<file path="src/rtl/instruction_fetch_pkg.sv">
// Shared fetch definitions: filler instruction, reset vector default
// and the fetch sequencer state encoding.
package instruction_fetch_pkg;

  localparam logic [31:0] NOP_WORD     = 32'h0000_0013;
  localparam logic [31:0] RESET_PC_DEF = 32'h0000_0000;

  typedef enum logic [2:0] {
    ST_IDLE = 3'd0,
    ST_REQ  = 3'd1,
    ST_WAIT = 3'd2,
    ST_HOLD = 3'd3,
    ST_STOP = 3'd4
  } fetch_state_e;

  function automatic logic misaligned(input logic [31:0] a);
    return a[1:0] != 2'b00;
  endfunction

endpackage

</file>
<file path="src/rtl/instruction_fetch.sv">
// RV32I fetch stage: owns the PC, one outstanding word read,
// valid/ready hand-off to decode, redirect/trap with stale-read drop.
module instruction_fetch
  import instruction_fetch_pkg::*;
#(
  parameter logic [31:0] RESET_PC = RESET_PC_DEF,
  parameter logic [31:0] NOP_INST = NOP_WORD
) (
  input  logic        clk,
  input  logic        resetb,
  input  logic        redirect,
  input  logic [31:0] redirect_pc,
  input  logic        trap,
  input  logic [31:0] trap_pc,
  output logic        im_req,
  output logic [31:0] im_addr,
  input  logic        im_gnt,
  input  logic        im_rvalid,
  input  logic [31:0] im_rdata,
  output logic        inst_valid,
  input  logic        inst_ready,
  output logic [31:0] inst,
  output logic [31:0] inst_pc,
  output logic        inst_exc_misaligned
);

  fetch_state_e state_q, state_d;
  logic [31:0]  pc_q, pc_d;
  logic [31:0]  addr_q, addr_d;
  logic         discard_q, discard_d;
  logic [31:0]  inst_q, inst_d;
  logic [31:0]  inst_pc_q, inst_pc_d;
  logic         valid_q, valid_d;
  logic         exc_q, exc_d;
  logic         armed_q, armed_d;

  logic         redir;
  logic [31:0]  tgt;
  logic         read_open;
  logic         launch;
  logic [31:0]  launch_pc;

  always_ff @(posedge clk or negedge resetb) begin
    if (!resetb) begin
      state_q   <= ST_IDLE;
      pc_q      <= RESET_PC;
      addr_q    <= RESET_PC;
      discard_q <= 1'b0;
      inst_q    <= NOP_INST;
      inst_pc_q <= RESET_PC;
      valid_q   <= 1'b0;
      exc_q     <= 1'b0;
      armed_q   <= 1'b0;
    end else begin
      state_q   <= state_d;
      pc_q      <= pc_d;
      addr_q    <= addr_d;
      discard_q <= discard_d;
      inst_q    <= inst_d;
      inst_pc_q <= inst_pc_d;
      valid_q   <= valid_d;
      exc_q     <= exc_d;
      armed_q   <= armed_d;
    end
  end

  always_comb begin
    state_d   = state_q;
    pc_d      = pc_q;
    addr_d    = addr_q;
    discard_d = discard_q;
    inst_d    = inst_q;
    inst_pc_d = inst_pc_q;
    valid_d   = valid_q;
    exc_d     = exc_q;
    armed_d   = armed_q | (im_req & im_gnt);
    launch    = 1'b0;
    launch_pc = pc_q;
    redir     = trap | redirect;
    tgt       = trap ? trap_pc : redirect_pc;
    read_open = (state_q == ST_REQ) ||
                ((state_q == ST_WAIT) && !im_rvalid);

    unique case (state_q)
      ST_IDLE: launch = 1'b1;
      ST_REQ: begin
        if (im_gnt) state_d = ST_WAIT;
      end
      ST_WAIT: begin
        if (im_rvalid) begin
          if (discard_q) begin
            discard_d = 1'b0;
            launch    = 1'b1;
          end else begin
            inst_d    = im_rdata;
            inst_pc_d = pc_q;
            exc_d     = 1'b0;
            valid_d   = 1'b1;
            state_d   = ST_HOLD;
          end
        end
      end
      ST_HOLD: begin
        if (inst_ready) begin
          valid_d = 1'b0;
          if (exc_q) begin
            state_d = ST_STOP;
          end else begin
            launch    = 1'b1;
            launch_pc = pc_q + 32'd4;
          end
        end
      end
      ST_STOP: ;
      default: state_d = ST_IDLE;
    endcase

    // An open read keeps its address; its response is dropped later.
    if (redir) begin
      pc_d    = tgt;
      valid_d = 1'b0;
      if (read_open) begin
        discard_d = 1'b1;
        launch    = 1'b0;
      end else begin
        launch    = 1'b1;
        launch_pc = tgt;
      end
    end

    if (launch) begin
      pc_d = launch_pc;
      if (misaligned(launch_pc)) begin
        state_d   = ST_HOLD;
        inst_d    = NOP_INST;
        inst_pc_d = launch_pc;
        exc_d     = 1'b1;
        valid_d   = 1'b1;
      end else begin
        state_d = ST_REQ;
        addr_d  = launch_pc;
        valid_d = 1'b0;
      end
    end
  end

  always_comb begin
    im_req              = (state_q == ST_REQ);
    im_addr             = addr_q;
    inst_valid          = valid_q;
    inst                = inst_q;
    inst_pc             = inst_pc_q;
    inst_exc_misaligned = exc_q;
  end

  // Responses from before a reset may still trickle in until a new grant.
  a_rvalid_in_wait: assert property (
    @(posedge clk) disable iff (!resetb)
    (im_rvalid && armed_q) |-> (state_q == ST_WAIT)
  );

endmodule

</file>
<file path="config.mk">
export PLATFORM = sky130hd
export DESIGN_NAME = instruction_fetch
export DESIGN_NICKNAME = d
export VERILOG_FILES = /design/src/rtl/instruction_fetch_pkg.sv /design/src/rtl/instruction_fetch.sv
export SDC_FILE = /design/constraint.sdc
export NUM_CORES = 1
export LEC_CHECK = 0
export ABC_AREA = 1
export CAP_MARGIN = 20
export CORE_ASPECT_RATIO = 1.4
export CORE_UTILIZATION = 36
export DETAILED_ROUTE_END_ITERATION = 16
export PLACE_DENSITY_LB_ADDON = 0.05
export SLEW_MARGIN = 40
export SYNTH_ARGS = -nofsm -noshare
export SYNTH_HDL_FRONTEND = slang
export SYNTH_SLANG_ARGS = --single-unit
</file>
<file path="constraint.sdc">
create_clock -name clk -period 2.1 [get_ports clk]
set_input_delay 0.21 -clock clk [delete_from_list [all_inputs] [get_ports clk]]
set_output_delay 0.21 -clock clk [all_outputs]
set_load 0.1 [all_outputs]
</file>
* After elaboration in Yosys (flattened, before gate mapping)
Index checks and enable logic that the tools add are counted.
Storage, ports and cells: register bits after elaboration 134, latch bits 0, memory bits (writable) 0, bits in read-only memories 0, input bits 103, memories 0
Cells by class: add/subtract/negate cells 1, multipliers 0, divide/modulo/power cells 0, order comparisons 0, equal/unequal tests 13, shift-type cells 0, mux-type cells 49, bitwise operators 2, reduce and logical (&&, ||, !) cells 11
Operators by type and width (count):
- two-way mux 32 bit | 18
- adder 32 x 3 -> 32 bit (second input constant) | 1
- two-way mux 1 bit | 21
- two-way mux 3 bit | 6
- inequality test 3 bit (second input constant) | 4
- inequality test 4 bit (second input constant) | 3
- one-hot mux 3 bit (4 select lines) | 1
- equality test 3 x 2 -> 1 bit (second input constant) | 2
- AND reduction 6 bit | 1
- AND reduction 4 bit | 1
- nonzero test 2 bit | 2
- nonzero test 4 bit | 1
- equality test 3 x 1 -> 1 bit (second input constant) | 1
- equality test 3 bit (second input constant) | 1
- zero test 3 bit | 1
- inequality test 3 x 1 -> 1 bit (second input constant) | 1
- one-hot mux 1 bit (3 select lines) | 1
- two-way mux 2 bit | 1
- inequality test 2 x 1 -> 1 bit (second input constant) | 1
- one-hot mux 1 bit (2 select lines) | 1
- AND reduction 2 bit | 1
- OR reduction 2 bit | 1
- logical AND 1 bit | 1
- zero test 1 bit | 1
- 3 further kinds | 3

* Logic depth before layout (Yosys ltp)
Gate-level depths: netlist of the first run.
word-level depth 9, mapped depth 15, depth with buffers taken out 13

* Worst setup path after synthesis of the first run
No wires, ideal clock.
path kind register -> register, start point reg exc_q (netlist: inst_exc_misaligned), end point reg inst_pc_q[25] (netlist: inst_pc[25]), data arrival time 2.075 ns, slack -0.102 ns, stages on the path, launching flop included 14, path through dfrtp_1 -> inv_1 -> nand2_1 -> nor2_4 -> inv_2 -> nand3_2 -> nand2_4 -> inv_2 -> nand2_2 -> nand2_1 -> buf_6 -> buf_6 -> nand3_1 -> nand2_1
Between the ends: word-level cells in the longest chain between the ends 8, elaborated cells on any way between the ends 12, classes of those cells mux: 11; reduce/logical: 1
RTL lines:
- start, declared | RTL line instruction_fetch.sv:34 | logic exc_q, exc_d;
- start signal, assigned | RTL line instruction_fetch.sv:52 | exc_q <= 1'b0;
- start signal, assigned | RTL line instruction_fetch.sv:62 | exc_q <= exc_d;
- two-way mux 32 bit | RTL line instruction_fetch.sv:106 | if (exc_q) begin
- two-way mux 32 bit | RTL line instruction_fetch.sv:104 | if (inst_ready) begin
- two-way mux 32 bit | RTL line instruction_fetch.sv:84 | unique case (state_q)
- two-way mux 32 bit | RTL line instruction_fetch.sv:122 | if (read_open) begin
- two-way mux 32 bit | RTL line instruction_fetch.sv:119 | if (redir) begin
- nonzero test 2 bit | RTL line instruction_fetch_pkg.sv:17 | return a[1:0] != 2'b00;
- two-way mux 32 bit | RTL line instruction_fetch.sv:133 | if (misaligned(launch_pc)) begin
- two-way mux 32 bit * | RTL line instruction_fetch.sv:131 | if (launch) begin
- named net inst_pc_d[25] | RTL line instruction_fetch.sv:32 | logic [31:0] inst_pc_q, inst_pc_d;
- end signal, assigned | RTL line instruction_fetch.sv:60 | inst_pc_q <= inst_pc_d;
- end, declared | RTL line instruction_fetch.sv:32
Mark *: on every way through the listed nets, which the timed path passes. The rest lies on a longest branch. A chain may end at the register's enable or synchronous reset.

* Final worst setup path of the first run
start point reg state_q[0], end point reg inst_pc_q[21] (netlist: inst_pc[21])
Between the ends: word-level cells in the longest chain between the ends 8, elaborated cells on any way between the ends 16, classes of those cells eq/ne: 3; mux: 9; reduce/logical: 4
RTL lines:
- start, declared | RTL line instruction_fetch.sv:27 | fetch_state_e state_q, state_d;
- start signal, assigned | RTL line instruction_fetch.sv:55 | state_q <= state_d;
- equality test 3 x 2 -> 1 bit | RTL line instruction_fetch.sv:82, instruction_fetch.sv:84
- logical AND 1 bit | RTL line instruction_fetch.sv:82 | ((state_q == ST_WAIT) && !im_rvalid);
- logical OR 1 bit | RTL line instruction_fetch.sv:81 | read_open = (state_q == ST_REQ) ||
- two-way mux 32 bit | RTL line instruction_fetch.sv:122
- two-way mux 32 bit | RTL line instruction_fetch.sv:119
- nonzero test 2 bit | RTL line instruction_fetch_pkg.sv:17
- two-way mux 32 bit | RTL line instruction_fetch.sv:133
- two-way mux 32 bit * | RTL line instruction_fetch.sv:131
- named net inst_pc_d[21] | RTL line instruction_fetch.sv:32
Marked as above.

==> results of run 1 <==
==> per-layer routing <==
layer / up-vias / wire [um] / track usage
met5: - / 0 / 0
met3: 36 / 1151 / 0.05046
met1: 3409 / 9723 / 0.2710
li1: 3687 / - / -
met2: 205 / 13170 / 0.4451
met4: 0 / 567 / 0.07681
==> layout by cell type, fill, tap and decap left out, types with 7 or more instances in the layout <==
cell type,count
a21oi_1,19
a21oi_2,31
buf_12,12
buf_4,159
bufinv_16,7
clkbuf_16,17
clkdlybuf4s50_1,100
dfrtp_1,129
inv_1,83
mux2i_1,19
nand2_1,374
nand3_1,49
nor2_1,52
o211ai_1,7
o21ai_0,63
o21ai_1,21
o21bai_1,10
o22ai_1,20
xor2_1,10
==> power groups by stage <==
stage	logic, mW	clock network, mW	registers, mW
6_report	12.8	3.58	4.47
3_5_place_dp	12.8	0	4.51
4_1_cts	12.8	3.64	4.47
5_1_grt	13.7	3.76	4.59
2_1_floorplan	4.73	0	8.84
3_3_place_gp	12.7	0	4.51
==> critical path, cell delays in order, from the launching register on <==
cell     delay [ns]
dfrtp_1        0.45
inv_1          0.10
nor2_1         0.04
nand2_1        0.10
buf_4          0.13
nand2_1        0.06
nand2_2        0.11
nand2_4        0.07
inv_2          0.09
nand2_1        0.10
nand2_2        0.13
buf_12         0.23
nand3_1        0.11
nand2_1        0.07
inv_1          0.03
==> repair_timing <==
| item | CTS | global route |
|---|---|---|
| resized for setup | 0 | 6 |
| endpoints found under the hold margin | 29 | 0 |
| hold buffers | 1 | 0 |
| setup endpoints to repair | 0 | 40 |
==> flip-flops by register name, summed over array words and instances, names as in the netlist <==
register	cells
state_q	3
inst_pc	32
inst	32
discard_q	1
pc_q	32
im_addr	32
inst_valid	1
inst_exc_misaligned	1
==> logic make-up (layout without fill, tap and decap cells) <==
kind of cell | count (synthesis) | count (layout) | synth area share
AOI/OAI and AO/OA | 183 | 183 | 0.1516
muxes | 19 | 19 | 0.02540
DFF | 134 | 134 | 0.4484
buffers and inverters | 140 | 395 | 0.08506
and+or+nand+nor | 508 | 508 | 0.2762
xor gates and xnor gates | 10 | 10 | 0.01170
adders and majority gates | 1 | 1 | 0.001671
==> cell type report <==
cell class	count	area share
clock buffers	21	0.04214
clock inverters	11	0.02283
inverters	89	0.03126
multi-input cells	721	0.3292
flip-flops and latches	134	0.3143
well taps	256	0.02997
repair buffers	274	0.2303
==> worst max-delay path by stage <==
stage	start	endpoint	slack [ns]	depth (start not counted)
2_1_floorplan	inst_exc_misaligned$_DFF_PN0_	im_addr[18]$_DFFE_PN0P_	0.17	8
3_3_place_gp	inst_ready	pc_q[31]$_DFFE_PN0P_	-0.07	12
3_5_place_dp	inst_ready	im_addr[31]$_DFFE_PN0P_	-0.06	12
4_1_cts	pc_q[3]$_DFFE_PN0P_	inst_pc[20]$_DFF_PN0_	0.06	12
5_1_grt	state_q[2]$_DFFE_PN0P_	inst_pc[21]$_DFF_PN0_	-0.02	13
6_report	state_q[0]$_DFFE_PN0P_	inst_pc[21]$_DFF_PN0_	0.15	14
==> results.json, run 1 <==
{
  "status": "complete, no violations",
  "yosys.area.top_type": "dfrtp_1",
  "yosys_warnings": 0,
  "critPathArrivalTime_ns": 2.26,
  "die_y_um": 172.6,
  "switchingPower_mw": 11.31,
  "synth_seq_cells": 134,
  "pin_count": 202,
  "cts_root_buf": "clkbuf_16",
  "finalNonFillerCells": 1506,
  "yosys-top-cells-area": "dfrtp_1 (44%), nand2_1 (19%), o21ai_0 (4.2%), inv_1 (4.2%), a21oi_2 (3.6%)",
  "yosysMostFrequentCell": "nand2_1",
  "firstDrtPassIters": 5,
  "gr-total-overflow": 0,
  "drtIter0Drc": 484,
  "drive_gt1_frac": 0.2120,
  "slew_headroom": 0.6491,
  "place.gp.congestion": 0.9044,
  "post-cts-setup-buffer-count": 0,
  "fin_util": 0.5219,
  "clock_sink_count": 134,
  "port-buffer-count": 201,
  "end_kind": "flop",
  "final_antenna_net_count": 0,
  "whs_ns": 0.2393,
  "first_global_vias": 7553,
  "seq_power_share": 0.215,
  "synth_commonest_cells": "nand2_1 (375), dfrtp_1 (131), inv_1 (84)",
  "die_w_um": 123.9,
  "drv_slew": 0,
  "start_util": 0.3656,
  "grt_pass1_wl_mm": 39.30,
  "placementRows": 62,
  "clock.fmax_ghz": 0.5136,
  "core_um2": 20480,
  "drc": 0,
  "num_antenna_cells": 0,
  "cts_buffers": 17,
  "multiInputGateArea_um2": 3518,
  "syn_inst": 995,
  "clk_latency_ns": 0.42,
  "async_reset_ff_frac": 1.000,
  "yosysSeqAreaShare": 0.4484,
  "vdd_drop_max_uv": 724.0,
  "finalWirelength_mm": 24.61,
  "r2r_slack_ns": 0.15,
  "critPathLaunchType": "flop",
  "place_ws_ns": -0.06480,
  "ys.flop_type": "dfrtp_1",
  "dieArea_um2": 21390,
  "seqCellArea_um2": 3359,
  "fillers": 2041,
  "p_total_mw": 20.81,
  "synth.top_cell.area_share": 0.4378,
  "gr-usage-all-layers": 0.2423,
  "power.share.clock": 0.172,
  "synth_cell_type_count": 38,
  "syn_to_final_growth_pct": 42.75,
  "rsz0062_at_grt": "yes",
  "num_vias": 7337,
  "timing.rr.start": "state_q[0]$_DFFE_PN0P_",
  "swShare": 0.5435,
  "avgSynthCellArea_um2": 7.525,
  "path_class": "reg -> reg",
  "tritoncts": "yes",
  "syn-cell-area_um2": 7487,
  "cts_max_level": 4,
  "reg2reg_depth": 14,
  "p_leak_nw": 5.245,
  "worst_slack_ns": 0.1530,
  "grt_max_degree": 59,
  "antenna_found_initial": 0,
  "internal_power_mw": 9.497,
  "clockBufferDepth": 2,
  "p_comb_frac": 0.613,
  "final_cell_area_um2": 10690,
  "powerDensity_nw_per_um2": 1947,
  "nets": 1341,
  "hp-class": "in -> async",
  "fin_tns_setup_ns": 0,
  "syn-num-nets": 1099,
  "wl_per_cell_um": 16.34,
  "rr_endpoint": "inst_pc[21]$_DFF_PN0_",
  "crit_required_ns": 2.42,
  "synth_edf_count": 0,
  "dpl.hpwl_mm": 18.19,
  "finalCritPeriodShare": 0.9272,
  "dpl_cell_area_um2": 9960,
  "path_max_fanout": 33,
  "post-place-cells": 1473,
  "finalSetupViolCount": 0,
  "viasPerCell": 4.872,
  "finClkSkew_ns": 0.009648,
  "period_minus_slack_ns": 1.947,
  "final-hold-violation-count": 0,
  "worst_slew_pin_slew_ns": 0.5208,
  "path_clk_slew_ns": 0.06,
  "cap_viol_max_count": 0
}
Note: power is estimated with default switching activity, not from simulation.
==> inputs of run 2 (changes only) <==
Clock period 2.1 ns to 1.7 ns, I/O delays scaled along.
==> results.json, run 2 (synthesized netlist as in run 1, its figures left out) <==
{
  "slowest_stage": "dfrtp_2",
  "layout_commonest_cell": "nand2_1",
  "start_util": 0.3656,
  "path_cells": "buf_4 -> nor2_4 -> nand2_4 -> nand3_4 -> nand2_4 -> o21ai_4 -> inv_2 -> nand2_8 -> nand2_8 -> buf_8 -> clkbuf_16 -> nand2_4 -> nand2_2",
  "clockBufferDepth": 2,
  "drive_gt1_frac": 0.3413,
  "drc": 0,
  "max_stage_delay_ns": 0.46,
  "clock_sink_count": 134,
  "path_max_fanout": 7,
  "place_ws_ns": -0.5076,
  "finalWirelength_mm": 28.23,
  "port-buffer-count": 201,
  "final_antenna_net_count": 0,
  "viasPerCell": 5.082,
  "grt_max_degree": 46,
  "cts_max_level": 4,
  "place.gp.congestion": 0.9828,
  "crit_family": "simple AND/OR/NAND/NOR gates",
  "drtIter0Drc": 493,
  "path_clk_slew_ns": 0.06,
  "fin_tns_setup_ns": -25.47,
  "worst_slack_ns": -0.3010,
  "violations": "negative setup slack",
  "critPathLaunchType": "flop",
  "crit_required_ns": 2.01,
  "timing.rr.start": "state_q[1]$_DFFE_PN0P_",
  "r2r_slack_ns": -0.30,
  "num_antenna_cells": 0,
  "hp-class": "in -> async",
  "die_y_um": 172.6,
  "rsz0062_at_grt": "yes",
  "core_um2": 20480,
  "cts_root_buf": "clkbuf_16",
  "dieArea_um2": 21390,
  "cap_viol_max_count": 0,
  "grt_pass1_wl_mm": 43.01,
  "worstSetupStartpoint": "state_q[1]$_DFFE_PN0P_",
  "finalNonFillerCells": 1589,
  "dpl.hpwl_mm": 18.90,
  "slew_headroom": 0.6686,
  "period_minus_slack_ns": 2.001,
  "firstDrtPassIters": 7,
  "mostFrequentLayoutCells": "nand2_1 (342), buf_4 (130), dfrtp_1 (128)",
  "critical_path_depth": 13,
  "fillers": 1778,
  "reg2reg_depth": 13,
  "vdd_drop_max_uv": 952.5,
  "final_cell_area_um2": 13050,
  "crit_end": "inst_pc[5]$_DFF_PN0_",
  "first_global_vias": 8066,
  "placementRows": 62,
  "tritoncts": "yes",
  "gr-total-overflow": 0,
  "whs_ns": 0.2470,
  "gr-usage-all-layers": 0.2669,
  "worst_slew_pin_slew_ns": 0.4920,
  "crit_buf_inv": 4,
  "post-place-cells": 1519,
  "cts_buffers": 17,
  "antenna_found_initial": 0,
  "wl_per_cell_um": 17.77,
  "rr_endpoint": "inst_pc[5]$_DFF_PN0_",
  "drv_slew": 0,
  "status": "complete, but fails checks",
  "syn_to_final_growth_pct": 74.32,
  "finClkSkew_ns": 0.008405,
  "path_class": "reg -> reg",
  "path_common_cell": "nand2_4",
  "final-hold-violation-count": 0,
  "fin_util": 0.6373,
  "p_leak_nw": 6.197,
  "nets": 1424,
  "finalCritPeriodShare": 1.177,
  "finalSetupViolCount": 134,
  "p_total_mw": 31.82,
  "clk_latency_ns": 0.43,
  "clock.fmax_ghz": 0.4997,
  "end_kind": "flop",
  "dpl_cell_area_um2": 11220,
  "powerDensity_nw_per_um2": 2438,
  "critPathArrivalTime_ns": 2.31,
  "die_w_um": 123.9,
  "pin_count": 202,
  "num_vias": 8075
}
[run 2: worst min path at each step]
stage | end | slack, ns
detailed placement | inst_pc[14]$_DFF_PN0_ | 0.14
global placement | im_addr[28]$_DFFE_PN0P_ | 0.14
floorplan | discard_q$_DFF_PN0_ | -0.13
finish | inst_pc[14]$_DFF_PN0_ | 0.25
CTS | inst_pc[14]$_DFF_PN0_ | 0.25
global route | inst_pc[14]$_DFF_PN0_ | 0.28
[run 2: area by class of cell]
class | count | area, um^2 | share of cell area
clock inverter | 15 | 146.4 | 0.01122
multi-input combinational | 721 | 4104 | 0.3144
tap | 256 | 320.3 | 0.02454
timing repair buffer | 357 | 4319 | 0.3309
sequential | 134 | 3363 | 0.2577
clock buffer | 17 | 425.4 | 0.03260
inverter | 89 | 372.9 | 0.02857
[run 2: what timing repair did]
item | 4_1_cts | 5_1_grt
setup buffers | 21 | 8
gates cloned | 7 | 6
pin swaps | 25 | 20
hold buffers | 1 | 0
endpoints found under the setup margin | 134 | 135
hold endpoints to repair | 38 | 0
resized for setup | 145 | 81
[run 2: layer usage]
metal	wire length [um]	vias to the layer above	global-route usage
li1	-	3866	-
met1	10650	3860	0.3040
met2	14950	279	0.4734
met3	1392	70	0.04980
met4	1244	0	0.1175
met5	0	-	0
[run 2: report_power, final]
group | switching, mW | internal (mW)
combinational | 13.6 | 8.76
sequential | 1.33 | 4.52
clock | 1.60 | 2.05
total | 16.5 | 15.3
[run 2: worst reg2reg max path, stage by stage, from the launching register on]
cell	delay [ns]
dfrtp_2	0.46
buf_4	0.16
nor2_4	0.12
nand2_4	0.09
nand3_4	0.19
nand2_4	0.08
o21ai_4	0.09
inv_2	0.09
nand2_8	0.09
nand2_8	0.09
buf_8	0.15
clkbuf_16	0.17
nand2_4	0.06
nand2_2	0.04
